### config.mk
export PLATFORM = sky130hd
export DESIGN_NAME = stopwatch_ctrl_flat
export DESIGN_NICKNAME = d
export VERILOG_FILES = /design/src/rtl/stopwatch_ctrl_pkg.sv /design/src/rtl/stopwatch_ctrl_if.sv /design/src/rtl/stopwatch_ctrl_debounce.sv /design/src/rtl/stopwatch_ctrl.sv /design/src/flat_wrapper.sv
export SDC_FILE = /design/constraint.sdc
export NUM_CORES = 1
export LEC_CHECK = 0
export BUFFER_PORTS_ARGS = -buffer_cell sky130_fd_sc_hd__buf_2
export CORE_UTILIZATION = 29
export DETAILED_ROUTE_END_ITERATION = 8
export PLACE_DENSITY = 0.51
export SLEW_MARGIN = 20
export SYNTH_ARGS = -nofsm -noshare
export SYNTH_HDL_FRONTEND = slang
export SYNTH_HIERARCHICAL = 1
export SYNTH_SLANG_ARGS = --single-unit
### constraint.sdc
create_clock -name clk -period 3.8 [get_ports clk]
set_input_delay 0.76 -clock clk [delete_from_list [all_inputs] [get_ports clk]]
set_output_delay 0.76 -clock clk [all_outputs]
set_load 0.05 [all_outputs]
### src/rtl/stopwatch_ctrl_pkg.sv
// Shared state encodings, button indices and default timing constants
// for the stopwatch controller and the display top.
package stopwatch_ctrl_pkg;

  typedef enum logic [1:0] {
    ST_IDLE  = 2'b00,
    ST_RUN   = 2'b01,
    ST_PAUSE = 2'b10
  } sw_state_e;

  localparam int TICK_DIV_DEF   = 1000;
  localparam int DEB_CYCLES_DEF = 20;

  localparam int NUM_BTN   = 2;
  localparam int BTN_START = 0;
  localparam int BTN_CLEAR = 1;

endpackage

### src/rtl/stopwatch_ctrl_if.sv
// Button inputs and counter-control outputs of the stopwatch controller.
interface stopwatch_ctrl_if;
  import stopwatch_ctrl_pkg::*;

  logic      btn_start;
  logic      btn_clear;
  logic      tick;
  logic      cnt_clr;
  logic      running;
  sw_state_e state;

  modport master (output btn_start, output btn_clear,
                  input tick, input cnt_clr, input running, input state);
  modport slave  (input btn_start, input btn_clear,
                  output tick, output cnt_clr, output running, output state);
endinterface

### src/rtl/stopwatch_ctrl_debounce.sv
// One pushbutton: 2-flop synchronizer, debounce counter, registered
// rising-edge press pulse.
module btn_debounce #(
  parameter int DEB_CYCLES = 20
) (
  input  logic clk,
  input  logic rst,
  input  logic btn_raw,
  output logic level,
  output logic press
);
  localparam int              CW      = $clog2(DEB_CYCLES + 1);
  localparam logic [CW-1:0]   CNT_TOP = CW'(DEB_CYCLES);

  logic [1:0]    sync_q;
  logic [CW-1:0] cnt_q, cnt_d;
  logic          lvl_q, lvl_d;
  logic          lvl_dly_q;
  logic          press_q;

  // The level flips on the sample after the counter has seen the
  // disagreement persist long enough; this fixes press latency at
  // DEB_CYCLES+3 edges after the raw sample.
  always_comb begin
    cnt_d = '0;
    lvl_d = lvl_q;
    if (sync_q[1] != lvl_q) begin
      if (cnt_q == CNT_TOP) lvl_d = sync_q[1];
      else                  cnt_d = cnt_q + 1'b1;
    end
  end

  always_ff @(posedge clk) begin
    if (!rst) begin
      sync_q    <= '0;
      cnt_q     <= '0;
      lvl_q     <= 1'b0;
      lvl_dly_q <= 1'b0;
      press_q   <= 1'b0;
    end else begin
      sync_q    <= {sync_q[0], btn_raw};
      cnt_q     <= cnt_d;
      lvl_q     <= lvl_d;
      lvl_dly_q <= lvl_q;
      press_q   <= lvl_q & ~lvl_dly_q;
    end
  end

  assign level = lvl_q;
  assign press = press_q;
endmodule

### src/rtl/stopwatch_ctrl.sv
// Stopwatch start/stop/clear FSM with gated count-tick prescaler;
// drives the digit counters' tick and synchronous clear.
module stopwatch_ctrl
  import stopwatch_ctrl_pkg::*;
#(
  parameter int TICK_DIV   = TICK_DIV_DEF,
  parameter int DEB_CYCLES = DEB_CYCLES_DEF
) (
  input  logic             clk,
  input  logic             rst,
  stopwatch_ctrl_if.slave  sw
);
  localparam int            PW        = (TICK_DIV > 1) ? $clog2(TICK_DIV) : 1;
  localparam logic [PW-1:0] PRESC_MAX = PW'(TICK_DIV - 1);

  logic [NUM_BTN-1:0] raw, lvl, prs;
  logic               unused_lvl;

  assign raw[BTN_START] = sw.btn_start;
  assign raw[BTN_CLEAR] = sw.btn_clear;
  assign unused_lvl     = ^lvl;

  for (genvar g = 0; g < NUM_BTN; g++) begin : g_btn
    btn_debounce #(.DEB_CYCLES(DEB_CYCLES)) u_deb (
      .clk    (clk),
      .rst    (rst),
      .btn_raw(raw[g]),
      .level  (lvl[g]),
      .press  (prs[g])
    );
  end

  sw_state_e     state_q, state_d;
  logic [PW-1:0] presc_q, presc_d;
  logic          tick_q, tick_d;
  logic          clr_q, clr_d;
  logic          run_q;

  // In RUN a clear is ignored so start wins; elsewhere clear outranks start.
  always_comb begin
    state_d = state_q;
    clr_d   = 1'b0;
    case (state_q)
      ST_IDLE: begin
        if (prs[BTN_CLEAR])      clr_d   = 1'b1;
        else if (prs[BTN_START]) state_d = ST_RUN;
      end
      ST_RUN: begin
        if (prs[BTN_START]) state_d = ST_PAUSE;
      end
      ST_PAUSE: begin
        if (prs[BTN_CLEAR]) begin
          state_d = ST_IDLE;
          clr_d   = 1'b1;
        end else if (prs[BTN_START]) begin
          state_d = ST_RUN;
        end
      end
      default: begin
        state_d = ST_IDLE;
        clr_d   = 1'b1;
      end
    endcase
  end

  // Prescaler advances on current state so a wrap coinciding with a pause
  // still ticks; it freezes in PAUSE and zeroes on any move into IDLE.
  always_comb begin
    presc_d = presc_q;
    tick_d  = 1'b0;
    if (state_q == ST_RUN) begin
      if (presc_q == PRESC_MAX) begin
        presc_d = '0;
        tick_d  = 1'b1;
      end else begin
        presc_d = presc_q + 1'b1;
      end
    end
    if (state_d == ST_IDLE) presc_d = '0;
  end

  always_ff @(posedge clk) begin
    if (!rst) begin
      state_q <= ST_IDLE;
      presc_q <= '0;
      tick_q  <= 1'b0;
      clr_q   <= 1'b1;
      run_q   <= 1'b0;
    end else begin
      state_q <= state_d;
      presc_q <= presc_d;
      tick_q  <= tick_d;
      clr_q   <= clr_d;
      run_q   <= (state_d == ST_RUN);
    end
  end

  assign sw.state   = state_q;
  assign sw.tick    = tick_q;
  assign sw.cnt_clr = clr_q;
  assign sw.running = run_q;
endmodule

### src/flat_wrapper.sv
// flat-port wrapper written by rule: the top's interface ports become plain ports
module stopwatch_ctrl_flat import stopwatch_ctrl_pkg::*;
#(
  parameter int TICK_DIV   = TICK_DIV_DEF,
  parameter int DEB_CYCLES = DEB_CYCLES_DEF
)
  (clk, rst, sw_btn_start, sw_btn_clear, sw_tick, sw_cnt_clr, sw_running, sw_state);
  stopwatch_ctrl_if sw_i ();
  input  logic clk;
  input  logic rst;
  input wire logic [$bits(sw_i.btn_start)-1:0] sw_btn_start;
  input wire logic [$bits(sw_i.btn_clear)-1:0] sw_btn_clear;
  output wire logic [$bits(sw_i.tick)-1:0] sw_tick;
  output wire logic [$bits(sw_i.cnt_clr)-1:0] sw_cnt_clr;
  output wire logic [$bits(sw_i.running)-1:0] sw_running;
  output wire logic [$bits(sw_i.state)-1:0] sw_state;
  assign sw_i.btn_start = sw_btn_start;
  assign sw_i.btn_clear = sw_btn_clear;
  assign sw_tick = sw_i.tick;
  assign sw_cnt_clr = sw_i.cnt_clr;
  assign sw_running = sw_i.running;
  assign sw_state = sw_i.state;
  stopwatch_ctrl #(.TICK_DIV(TICK_DIV), .DEB_CYCLES(DEB_CYCLES)) u_core (.clk(clk), .rst(rst), .sw(sw_i));
endmodule
==> flow_summary.ini <==
[global_route]
grt.total_usage_pct = 11.1
grt_pass1_vias = 974
grt_remaining_overflow = 0
antenna_found_initial = 0
grt_max_degree = 16
grt_pass1_wl_um = 4300

[route]
routed_via_density = 4.58
wire_per_inst_um = 11.1
drtIter0Drc = 70
firstDrtPassIters = 4
drc = 0
via_count = 1013
drt_wl_total_um = 2460
antenna_left = 0

[worst_setup_path]
max_stage_delay_ps = 570
cp_cell_sequence = buf_2
crit_family = flip-flops
path_max_fanout = 11
setup.worst_path.end_class = primary output
r2r_slack_ps = 2150
crit_required_ps = 3040
critPathSlowestCell = dfxtp_1
crit_type = reg2out
worstPathBufferInverterCount = 1
critPathArrivalTime_ps = 1200
start_kind = register

[layout]
antennaDiodeCount = 0
drive_gt1_share_pct = 15.6
nets = 163
area_delta_synth_final_pct = 15.5
final_cells = 221
fillers = 507

[sta]
worst_pin_slew_ps = 775
fin_worst_skew_ps = 5.72
relSlewSlack_pct = 48.0
slew_viol_final = 0
finalSetupTns_ps = 0
layout_min_cycle_time_ps = 1960
worst_slack_ps = 1840
setup_viol = 0
fin_crit_sh_pct = 51.7
fmax_mhz = 509
hold_viol_final = 0
rsz0062_at_grt = false

[yosys]
synth_compound_area_share_pct = 9.25
synthAdderAreaFrac_pct = 4.36
synthMuxAreaShare_pct = 2.09
synthSimpleGateAreaFrac_pct = 26.4
syn_inst = 140
syn_area_mm2 = 0.00143
syn-mean-instance-area_um2 = 10.2
synth_xor_area_share_pct = 6.11
synth_seq_cells = 35
synth_top_family_by_area = simple AND/OR/NAND/NOR gates
synth_top_flop_cell = dfxtp_1
synth_nets = 149
synth_enable_flop_cells = 0
yosys_warnings = 6
async_reset_ff_share_pct = 0
yosysSeqAreaShare_pct = 48.9
synth_cell_types = 34

[clocking]
cts-root-buf = clkbuf_8
postCtsSetupRepairBufs = 0
cts.path.max_buffers = 2
clk_pin_slew_worst_paths_ps = 70
h-tree-depth = 2
cts_hold_buf = 0
clk_latency_ps = 290
cts_tree = built
cts.sinks = 35
cts-resized-gates = 0
cts_buffers = 5

[floorplanning]
io_pins = 9
dieHeight_um = 72.3
start_util_pct = 30.2
die_w_um = 72.3
dieArea_mm2 = 0.00523
rows = 25
core_mm2 = 0.00475

[placement]
gp_congestion = 0.723
dpl.cell_count = 214
portBuffers = 8
post-place-ws_ps = 1840
place_hpwl_um = 1680

[hold_path]
hp-class = reg2reg

[power_and_ir_drop]
power_density_mw_per_mm2 = 427
peakVddDrop_mv = 0.201
finalPower_uw = 708
leakage_nw = 0.610

[flow_run]
maxCapViolCount = 0

[run_status]
status = finished clean
## layout make-up
| class | instances | area, µm² | area share [%] |
|---|---|---|---|
| Multi-Input combinational cell | 95 | 692 | 41.8 |
| Inverter | 9 | 33.8 | 2.04 |
| Timing Repair Buffer | 8 | 40.0 | 2.42 |
| Sequential cell | 35 | 701 | 42.3 |
| Clock buffer | 5 | 68.8 | 4.15 |
| Clock inverter | 2 | 37.5 | 2.27 |
| Tap cell | 67 | 83.8 | 5.06 |
## where the power goes
part / leakage (nW) / internal (mW) / switching (mW)
Sequential: 0.283 / 0.370 / 0.00142
Clock: 0.0502 / 0.192 / 0.134
Combinational: 0.277 / 0.00476 / 0.00694
Total: 0.610 / 0.566 / 0.142
## registers in the layout, summed over array words and instances, names as in the netlist
name,flops
u_core/sw.state,2
u_core/sw.tick,1
u_core/g_btn.u_deb/level,2
u_core/sw.running,1
u_core/presc_q,10
u_core/sw.cnt_clr,1
u_core/g_btn.u_deb/cnt_q,10
u_core/g_btn.u_deb/lvl_dly_q,2
u_core/g_btn.u_deb/sync_q,4
u_core/g_btn.u_deb/press,2
## metrics by stage
stage / instance area, µm² / hold WS [ps] / util (%)
after floorplan: 1430 / 367 / -
after global placement: 1550 / 372 / 32.6
after detailed placement: 1550 / 376 / 32.6
after CTS: 1660 / 387 / 34.8
after global routing: 1660 / 393 / 34.8
final: 1660 / 385 / 34.8
## layout by cell type, fill, tap and decap left out, types with 2 or more instances in the layout
cell,instances
dfxtp_1,35
nor2_1,12
inv_1,9
buf_2,8
nor2b_1,8
xor2_1,7
a211oi_1,6
clkbuf_8,5
nand3_1,5
and2_1,5
ha_1,5
o31ai_1,4
or4_1,4
o21ai_0,4
xnor2_1,3
a21oi_1,3
nand2_1,3
or3_1,3
mux2i_1,3
nor3_1,2
nand4b_1,2
nand3_2,2
and2_2,2
## metal layers
metal	part of all wire, %	GRT usage [%]	up-vias
met5	0	0	-
met3	3.7	3.33	7
li1	-	-	515
met1	46	13.4	471
met2	48	16.7	20
met4	2.9	8.06	0
## final timing paths
kind / start / endpoint / cells past startpoint
worst max-delay path: u_core/sw.state[0] / sw_state[0] / 1
worst min-delay path: u_core/g_btn[1].u_deb/lvl_dly_q / u_core/g_btn[1].u_deb/press / 1
worst max register to register: u_core/presc_q[0] / u_core/presc_q[8] / 4
worst min register to register: u_core/g_btn[1].u_deb/lvl_dly_q / u_core/g_btn[1].u_deb/press / 1
## synthesized netlist by cell type (all sizes together), types with 2 or more instances
library cell | instances | area [µm²]
mux2i | 3 | 30.0
nand3b | 2 | 18.8
nand2 | 3 | 11.3
inv | 9 | 33.8
dfxtp | 35 | 701
o21ai | 5 | 25.0
a21oi | 3 | 15.0
or3 | 3 | 18.8
or4 | 4 | 30.0
nor2 | 12 | 45.0
nor2b | 8 | 50.1
nor3 | 2 | 10.0
ha | 5 | 62.6
xnor2 | 3 | 26.3
xor2 | 7 | 61.3
and2 | 7 | 46.3
o31ai | 4 | 30.0
nand4b | 3 | 41.3
nand3 | 7 | 45.0
a211oi | 6 | 45.0
nand4 | 2 | 18.8
## cell families after synthesis
group / count (synthesis)
AO/OA/AOI/OAI: 20
multiplexers: 3
XOR/XNOR: 10
AND/OR/NAND/NOR: 57
adder cells (fa/ha/maj): 5
flip-flops: 35
buffers and inverters: 10
(Power assumes the default switching activity.)
